==> src/rtl/magnetron_scheduler.sv <==
// Magnetron power-stage sequencer: filament warm-up, time-proportioned HV duty
// cycling over a 7-tick window, enforced cooldown, and door/thermal interlocks.
module magnetron_scheduler #(
    parameter int TICK_DIV     = 100,
    parameter int WARMUP_TICKS = 3,
    parameter int COOL_TICKS   = 2
) (
    input  logic       clk,
    input  logic       rst,
    input  logic       cook_req,
    input  logic       door_sensor,
    input  logic       thermal_trip,
    input  logic [2:0] power_level,
    output logic       filament_en,
    output logic       hv_en,
    output logic       fan_en,
    output logic       fault,
    output logic       tick
);

    typedef enum logic [2:0] {
        ST_OFF      = 3'd0,
        ST_WARMUP   = 3'd1,
        ST_RUN      = 3'd2,
        ST_COOLDOWN = 3'd3,
        ST_FAULT    = 3'd4
    } state_t;

    localparam int PW   = $clog2(TICK_DIV);
    localparam int TMAX = (WARMUP_TICKS > COOL_TICKS) ? WARMUP_TICKS : COOL_TICKS;
    localparam int TW   = (TMAX < 2) ? 1 : $clog2(TMAX);

    localparam logic [PW-1:0] PRE_LAST  = PW'(TICK_DIV - 1);
    localparam logic [TW-1:0] WARM_LAST = TW'(WARMUP_TICKS - 1);
    localparam logic [TW-1:0] COOL_LAST = TW'(COOL_TICKS - 1);

    state_t          state_r;
    state_t          state_nx;
    logic [PW-1:0]   pre_r;
    logic [TW-1:0]   tcnt_r;
    logic [2:0]      win_r;
    logic [2:0]      pwr_q_r;
    logic            tick_s;
    logic            filament_en_r;
    logic            fan_en_r;
    logic            fault_r;

    assign tick_s = (state_r != ST_OFF) && (pre_r == PRE_LAST);

    // Next-state selection; thermal trip outranks door/request drop everywhere.
    always_comb begin
        state_nx = state_r;
        case (state_r)
            ST_OFF: begin
                if (cook_req && !door_sensor && !thermal_trip && (power_level != 3'd0)) begin
                    state_nx = ST_WARMUP;
                end else begin
                    state_nx = ST_OFF;
                end
            end
            ST_WARMUP: begin
                if (thermal_trip) begin
                    state_nx = ST_FAULT;
                end else if (door_sensor || !cook_req) begin
                    state_nx = ST_COOLDOWN;
                end else if (tick_s && (tcnt_r == WARM_LAST)) begin
                    state_nx = ST_RUN;
                end else begin
                    state_nx = ST_WARMUP;
                end
            end
            ST_RUN: begin
                if (thermal_trip) begin
                    state_nx = ST_FAULT;
                end else if (door_sensor || !cook_req) begin
                    state_nx = ST_COOLDOWN;
                end else begin
                    state_nx = ST_RUN;
                end
            end
            ST_COOLDOWN: begin
                if (thermal_trip) begin
                    state_nx = ST_FAULT;
                end else if (tick_s && (tcnt_r == COOL_LAST)) begin
                    state_nx = ST_OFF;
                end else begin
                    state_nx = ST_COOLDOWN;
                end
            end
            ST_FAULT: begin
                // The requester must drop before the fault can be left.
                if (!thermal_trip && !cook_req) begin
                    state_nx = ST_COOLDOWN;
                end else begin
                    state_nx = ST_FAULT;
                end
            end
            default: begin
                state_nx = ST_OFF;
            end
        endcase
    end

    // State register and registered decode of the slow driver outputs.
    always_ff @(posedge clk or posedge rst) begin
        if (rst) begin
            state_r       <= ST_OFF;
            filament_en_r <= 1'b0;
            fan_en_r      <= 1'b0;
            fault_r       <= 1'b0;
        end else begin
            state_r       <= state_nx;
            filament_en_r <= (state_nx == ST_WARMUP) || (state_nx == ST_RUN);
            fan_en_r      <= (state_nx != ST_OFF);
            fault_r       <= (state_nx == ST_FAULT);
        end
    end

    // Prescaler, tick counter and duty window; all cleared on any state change.
    always_ff @(posedge clk or posedge rst) begin
        if (rst) begin
            pre_r   <= '0;
            tcnt_r  <= '0;
            win_r   <= 3'd0;
            pwr_q_r <= 3'd0;
        end else if (state_nx != state_r) begin
            pre_r  <= '0;
            tcnt_r <= '0;
            if (state_nx == ST_RUN) begin
                win_r   <= 3'd0;
                pwr_q_r <= power_level;
            end
        end else if (state_r == ST_OFF) begin
            pre_r  <= '0;
            tcnt_r <= '0;
        end else if (tick_s) begin
            pre_r <= '0;
            if ((state_r == ST_WARMUP) || (state_r == ST_COOLDOWN)) begin
                tcnt_r <= tcnt_r + 1'b1;
            end
            if (state_r == ST_RUN) begin
                // New power level is only adopted at the window boundary.
                if (win_r == 3'd6) begin
                    win_r   <= 3'd0;
                    pwr_q_r <= power_level;
                end else begin
                    win_r <= win_r + 3'd1;
                end
            end
        end else begin
            pre_r <= pre_r + 1'b1;
        end
    end

    assign hv_en       = (state_r == ST_RUN) && (win_r < pwr_q_r) && !door_sensor && !thermal_trip;
    assign filament_en = filament_en_r;
    assign fan_en      = fan_en_r;
    assign fault       = fault_r;
    assign tick        = tick_s;

endmodule

==> config.mk <==
export PLATFORM = sky130hd
export DESIGN_NAME = magnetron_scheduler
export DESIGN_NICKNAME = d
export VERILOG_FILES = /design/src/rtl/magnetron_scheduler.sv
export SDC_FILE = /design/constraint.sdc
export NUM_CORES = 1
export LEC_CHECK = 0
export ABC_AREA = 1
export CELL_PAD_IN_SITES_DETAIL_PLACEMENT = 0
export CELL_PAD_IN_SITES_GLOBAL_PLACEMENT = 1
export CORE_MARGIN = 1
export CORE_UTILIZATION = 45
export CTS_CLUSTER_DIAMETER = 40
export DETAILED_ROUTE_END_ITERATION = 6
export HOLD_SLACK_MARGIN = 0.15
export PLACE_DENSITY = 0.83
export SLEW_MARGIN = 25
export SYNTH_ARGS = -nofsm -noshare
export SYNTH_HDL_FRONTEND = slang
export SYNTH_SLANG_ARGS = --single-unit
==> constraint.sdc <==
create_clock -name clk -period 4.2 [get_ports clk]
set_clock_uncertainty 0.2 [all_clocks]
set_input_delay 0.84 -clock clk [delete_from_list [all_inputs] [get_ports clk]]
set_output_delay 0.84 -clock clk [all_outputs]
set_load 0.1 [all_outputs]
==> run_results.csv, run 1 <==
group,metric,value,unit
outcome,outcome,"finished, final reports clean",
route,drc,0,
synth,synth_area,1280,µm²
route,dr.first_iter.drc_count,22,
finish,nNetsFinal,182,
route,postRouteAntennaNets,0,
synth,synth-edff-count,0,
timing,post-route-period-util,80.2,%
synth,synth_area_leaders,"dfrtp_1 41%, nand2_1 7.0%, inv_1 6.7%",
floorplanning,fp-row-count,18,
placement,io_buffers,12,
floorplanning,die_h,55.4,µm
floorplanning,die_area,3060,µm²
synth,synth.distinct_cells,32,
job,drv_cap,0,
timing,whs,0.261,ns
clock_tree,htreeDepth,1,
global_routing,grt-ovfl-total,0,
clock_tree,cts-root-buf,"clkbuf_4",
route,dr.pass1.iters,4,
global_routing,grt_pass1_vias,1005,
worst_setup_path,cp_cell_sequence,"clkdlybuf4s50_1 > nor2_1 > nand2_1 > a2111oi_2 > buf_12",
synth,async_reset_ff_share,100,%
worst_setup_path,critPathMaxStageDelay,0.44,ns
timing,fin_setup_tns,0,ns
placement,gp_congestion,0.885,
global_routing,grt.total_usage,16.5,%
floorplanning,core_area,2590,µm²
worst_hold_path,hp-class,"reg -> reg",
worst_setup_path,crit_slowest_cell,"clkdlybuf4s50_1",
global_routing,grt_max_degree,22,
route,wl,2320,µm
worst_setup_path,crit_type,"in -> out",
worst_setup_path,required,3.16,ns
timing,drv_slew,0,
synth,synth_ff_type,"dfrtp_1",
synth,synth.most_common_cell,"nand2_1",
worst_setup_path,worst_ep_arrival_time,2.33,ns
finish,synthToLayoutAreaGrowth,15.4,%
clock_tree,clockBufferDepth,2,
synth,synth_seq_area_share,41.0,%
synth,synth_area_per_cell,8.43,µm²
power,power_per_cell_area,676,nW/µm²
synth,synth_top_area_share,41.0,%
clock_tree,path_clk_slew,0.11,ns
worst_setup_path,start_kind,"primary input",
placement,hpwl,1860,µm
finish,utilization,57.1,%
finish,antennaDiodeCount,0,
timing,tightestPinTransition,0.966,ns
global_routing,grt_pass1_wl,4110,µm
route,routedWlPerCell,11.7,µm
power,ir_drop,0.520,mV
synth,synthCells,152,
clock_tree,cts_tree,"yes",
route,vias,1009,
floorplanning,start_util,49.5,%
worst_setup_path,critPathMaxFanout,4,
worst_setup_path,crit_family,"buffers and inverters",
clock_tree,clk_latency,0.30,ns
clock_tree,numCtsBuffers,3,
synth,synthTopCellsByCount,"24 x nand2_1, 23 x inv_1, 23 x nor2_1, 21 x dfrtp_1, 11 x nand3_1",
timing,hold_viol,0,
global_routing,antenna_found_initial,0,
floorplanning,ios,13,
clock_tree,cts-hold-fix-buffers,0,
floorplanning,die_width,55.4,µm
synth,synth-seq-cells,21,
synth,yosys_warnings,0,
route,post_drt_via_cell_ratio,5.10,
timing,slew_headroom,35.4,%
synth,syn-num-nets,165,
finish,final_layout_size_suffix_gt1_share,16.7,%
timing,rsz0062_at_grt,"no",
clock_tree,cts_sinks,21,
clock_tree,post_cts_buffers,0,
timing,min_period,3.37,ns
timing,fmax,297,MHz
clock_tree,cts.repair.resized,0,
synth,yosys.area.top_type,"dfrtp_1",
power,p_leak,0.693,nW
worst_setup_path,crit_buf_inv,2,
worst_setup_path,end_kind,"output port",
timing,setup_viol,0,
==> per-layer routing <==
| layer | vias up | track usage, % | part of all wire, % |
|---|---|---|---|
| li1 | 525 | - | - |
| met4 | 0 | 5.36 | 1.1 |
| met2 | 10 | 28.7 | 48 |
| met3 | 4 | 2.11 | 2.1 |
| met5 | - | 0 | 0 |
| met1 | 470 | 21.2 | 49 |
==> path summary, 6_finish.rpt <==
path	startpoint	end	slack [ns]	cells past startpoint
setup / recovery	thermal_trip	hv_en	0.83	5
hold / removal	pre_r[0]	pre_r[0]	0.26	1
setup reg to reg	state_r[2]	pwr_q_r[1]	2.03	14
hold reg to reg	pre_r[0]	pre_r[0]	0.26	1
max in group asynchronous	rst	pre_r[0]	2.53	2
min in group asynchronous	rst	win_r[0]	0.78	2
==> metrics by stage <==
step | area [µm²] | std cells | power (mW) | setup WS (ns)
after floorplan | 1290 | 152 | 0.788 | 0.109
after global placement | 1450 | 194 | 0.903 | 0.868
after detailed placement | 1450 | 194 | 0.914 | 0.832
after CTS | 1480 | 198 | 1.01 | 0.832
after global routing | 1480 | 198 | 1.08 | 0.714
final | 1480 | 198 | 1.00 | 0.832
==> report_power, final <==
part           switching, mW  leakage [nW]  internal, mW
logic                  0.414         0.402         0.182
clock network         0.0603        0.0150        0.0370
registers             0.0430         0.277         0.263
total                  0.518         0.693         0.482
==> final cells by class <==
type / count / area [µm²]
tap: 30 / 37.5
inverter: 24 / 90.1
multi-input combinational: 107 / 672
sequential: 21 / 526
fill: 235 / 1110
timing repair buffer: 12 / 128
clock buffer: 4 / 26.3
==> cells in the final DEF (no fill, tap or decap), types with 2 or more instances in the layout <==
master	instances
nand2_4	2
o211ai_1	2
nor4_1	2
o21ai_0	3
ha_1	5
dfrtp_1	21
o21ai_1	2
nand2_2	7
nand3_2	2
nand3_1	11
nand2_1	24
inv_1	23
nand4_4	2
nor2_2	2
clkdlybuf4s50_1	10
nor3_1	2
clkbuf_4	3
xor2_1	4
nor2_1	23
==> logic make-up after synthesis <==
family | after synthesis | share of synthesized area [%]
AND/OR/NAND/NOR | 84 | 36.1
buffers and inverters | 24 | 7.03
flip-flops | 21 | 41.0
AO/OA/AOI/OAI | 13 | 7.52
XOR/XNOR | 5 | 3.42
adder cells (fa/ha/maj) | 5 | 4.88
==> sequential cells by signal (all words and copies together) (netlist names) <==
name,flops
fault,1
filament_en,1
fan_en,1
win_r,3
state_r,3
pwr_q_r,3
tcnt_r,2
pre_r,7
Note: power is estimated with default switching activity, not from simulation.
==> run 2, diff against run 1 <==
--- a/config.mk
+++ b/config.mk
@@ -9,11 +9,11 @@
 export CELL_PAD_IN_SITES_DETAIL_PLACEMENT = 0
 export CELL_PAD_IN_SITES_GLOBAL_PLACEMENT = 1
 export CORE_MARGIN = 1
-export CORE_UTILIZATION = 45
+export CORE_UTILIZATION = 42
 export CTS_CLUSTER_DIAMETER = 40
 export DETAILED_ROUTE_END_ITERATION = 6
 export HOLD_SLACK_MARGIN = 0.15
-export PLACE_DENSITY = 0.83
+export PLACE_DENSITY = 0.78
 export SLEW_MARGIN = 25
 export SYNTH_ARGS = -nofsm -noshare
 export SYNTH_HDL_FRONTEND = slang
==> constraint.sdc (replaced) <==
create_clock -name clk -period 3.2 [get_ports clk]
set_clock_uncertainty 0.2 [all_clocks]
set_input_delay 0.64 -clock clk [delete_from_list [all_inputs] [get_ports clk]]
set_output_delay 0.64 -clock clk [all_outputs]
set_load 0.1 [all_outputs]
==> run 2 against run 1 <==
  * The flow now finishes with violations (DRC)
  * Die area rose by 6.9%
  * Total power rose by 32%
  * Cell area rose by 0.51%
  * Register-to-register slack got worse by 1.0 ns
  * Count of clock-buffer cells in the layout fell by 1
  * Non-clock buffer count did not move
  * Utilization fell by 4.6 points
  * Cell count rose by 0.51%
  * Via count fell by 2.1%
  * Routed wire length rose by 4.7%
  * Largest cell class unchanged
  * Largest power group unchanged
==> run_results.csv, run 2 (synthesized netlist as in run 1, its figures left out) <==
group,metric,value,unit
outcome,outcome,"complete, but fails checks",
outcome,violations,"DRC",
floorplanning,die_width,57.2,µm
timing,tightestPinTransition,0.826,ns
global_routing,grt_pass1_vias,961,
route,wl,2430,µm
worst_setup_path,start_kind,"primary input",
clock_tree,cts-root-buf,"clkbuf_4",
finish,largest_reg_flops,7,
route,dr.first_iter.drc_count,31,
clock_tree,cts_tree,"yes",
route,routedWlPerCell,12.2,µm
finish,synthToLayoutAreaGrowth,16.0,%
timing,post-route-period-util,90.8,%
power,p_leak,0.700,nW
clock_tree,htreeDepth,1,
global_routing,antenna_found_initial,0,
global_routing,grt-ovfl-total,0,
worst_setup_path,required,2.36,ns
worst_setup_path,end_kind,"output port",
global_routing,grt.total_usage,16.6,%
timing,rsz0062_at_grt,"no",
floorplanning,ios,13,
floorplanning,core_area,2830,µm²
finish,layout_common_cells,"24 x nand2_1, 23 x inv_1, 23 x nor2_1, 21 x dfrtp_1, 11 x nand3_1",
worst_setup_path,crit_slowest_cell,"clkdlybuf4s50_1",
finish,nFillCells,289,
global_routing,grt_max_degree,22,
finish,nNetsFinal,182,
power,ir_drop,0.471,mV
timing,hold_viol,0,
route,highest_layer,"met4",
worst_hold_path,hp-class,"reg -> reg",
clock_tree,cts-hold-fix-buffers,0,
worst_setup_path,cp_cell_sequence,"clkdlybuf4s50_1 > nor2_1 > nand2_1 > a2111oi_4 > buf_12",
clock_tree,path_clk_slew,0.11,ns
power,power_per_cell_area,888,nW/µm²
placement,hpwl,1960,µm
finish,final_common_cell,"nand2_1",
timing,min_period,2.91,ns
route,vias,988,
timing,slew_headroom,44.9,%
timing,fin_setup_tns,0,ns
timing,drv_slew,0,
placement,gp_congestion,0.809,
finish,antennaDiodeCount,0,
clock_tree,cts.repair.resized,0,
timing,setup_viol,0,
finish,regMostFlops,"pre_r",
clock_tree,clk_latency,0.32,ns
route,dr.pass1.iters,6,
floorplanning,die_h,57.2,µm
route,postRouteAntennaNets,0,
clock_tree,numCtsBuffers,3,
job,drv_cap,0,
global_routing,grt_pass1_wl,4160,µm
route,wl_met2,1130,µm
clock_tree,cts_sinks,21,
floorplanning,start_util,45.3,%
finish,final_layout_size_suffix_gt1_share,19.0,%
timing,fmax,344,MHz
route,post_drt_via_cell_ratio,4.96,
route,drc,4,
clock_tree,clockBufferDepth,2,
floorplanning,fp-row-count,19,
floorplanning,die_area,3280,µm²
worst_setup_path,critPathMaxStageDelay,0.44,ns
power,finalPower,1.32,mW
placement,io_buffers,12,
worst_setup_path,critPathMaxFanout,4,
worst_setup_path,worst_ep_arrival_time,2.07,ns
route,wl_met3,65,µm
worst_setup_path,crit_type,"in -> out",
route,met1Wirelength,1200,µm
clock_tree,post_cts_buffers,0,
## run 2: changes by cell type in the layout (fill, tap and decap cells not counted), sizes merged
| cell | previous run | this run |
|---|---|---|
| clkbuf | 4 | 3 |
| clkinv | 0 | 1 |
| buf | 2 | 5 |
| clkdlybuf4s50 | 10 | 7 |
## run 2: final timing paths
path	startpoint	to	slack (ns)	depth (start not counted)
min in group asynchronous	rst	win_r[1]	0.57	2
worst max-delay path	thermal_trip	hv_en	0.29	5
worst max register to register	state_r[2]	pwr_q_r[0]	1.03	14
max in group asynchronous	rst	pre_r[6]	1.70	2
worst min register to register	pre_r[0]	pre_r[0]	0.26	1
worst min-delay path	pre_r[0]	pre_r[0]	0.26	1
## run 2: where the power goes
group / total, mW / leakage [nW] / switching (mW) / internal [mW]
Combinational: 0.789 / 0.406 / 0.553 / 0.235
Clock: 0.134 / 0.0177 / 0.0874 / 0.0467
Sequential: 0.397 / 0.277 / 0.0522 / 0.345
## run 2: critical path, delay by kind of cell
kind | cells | cell delay, ns
buffers and inverters | 2 | 0.66
AOI/OAI and AO/OA | 1 | 0.31
and+or+nand+nor | 2 | 0.45
## run 2: layout make-up
class	count	area, µm²	area share [%]
multi-input combinational	107	684	46.0
inverter	24	90.1	6.06
sequential	21	526	35.4
tap	31	38.8	2.61
clock buffer	3	22.5	1.52
timing repair buffer	12	120	8.08
clock inverter	1	5.00	0.337
## run 2: metal layers
metal,up-vias,GRT usage [%]
met1,450,21.6
met2,11,28.1
met5,-,0
met4,0,5.23
li1,523,-
met3,4,2.95
## run 2: through the flow
step           cells  utilization (%)  setup slack [ns]  hold slack (ns)  cell area (µm²)
6_report         199             52.5             0.293            0.263             1490
4_1_cts          199             52.5             0.281            0.268             1490
3_3_place_gp     195             51.6             0.356            0.252             1460
5_1_grt          199             52.5             0.189            0.300             1490
3_5_place_dp     195             51.6             0.281            0.251             1460
2_1_floorplan    152                -             0.260            0.231             1300
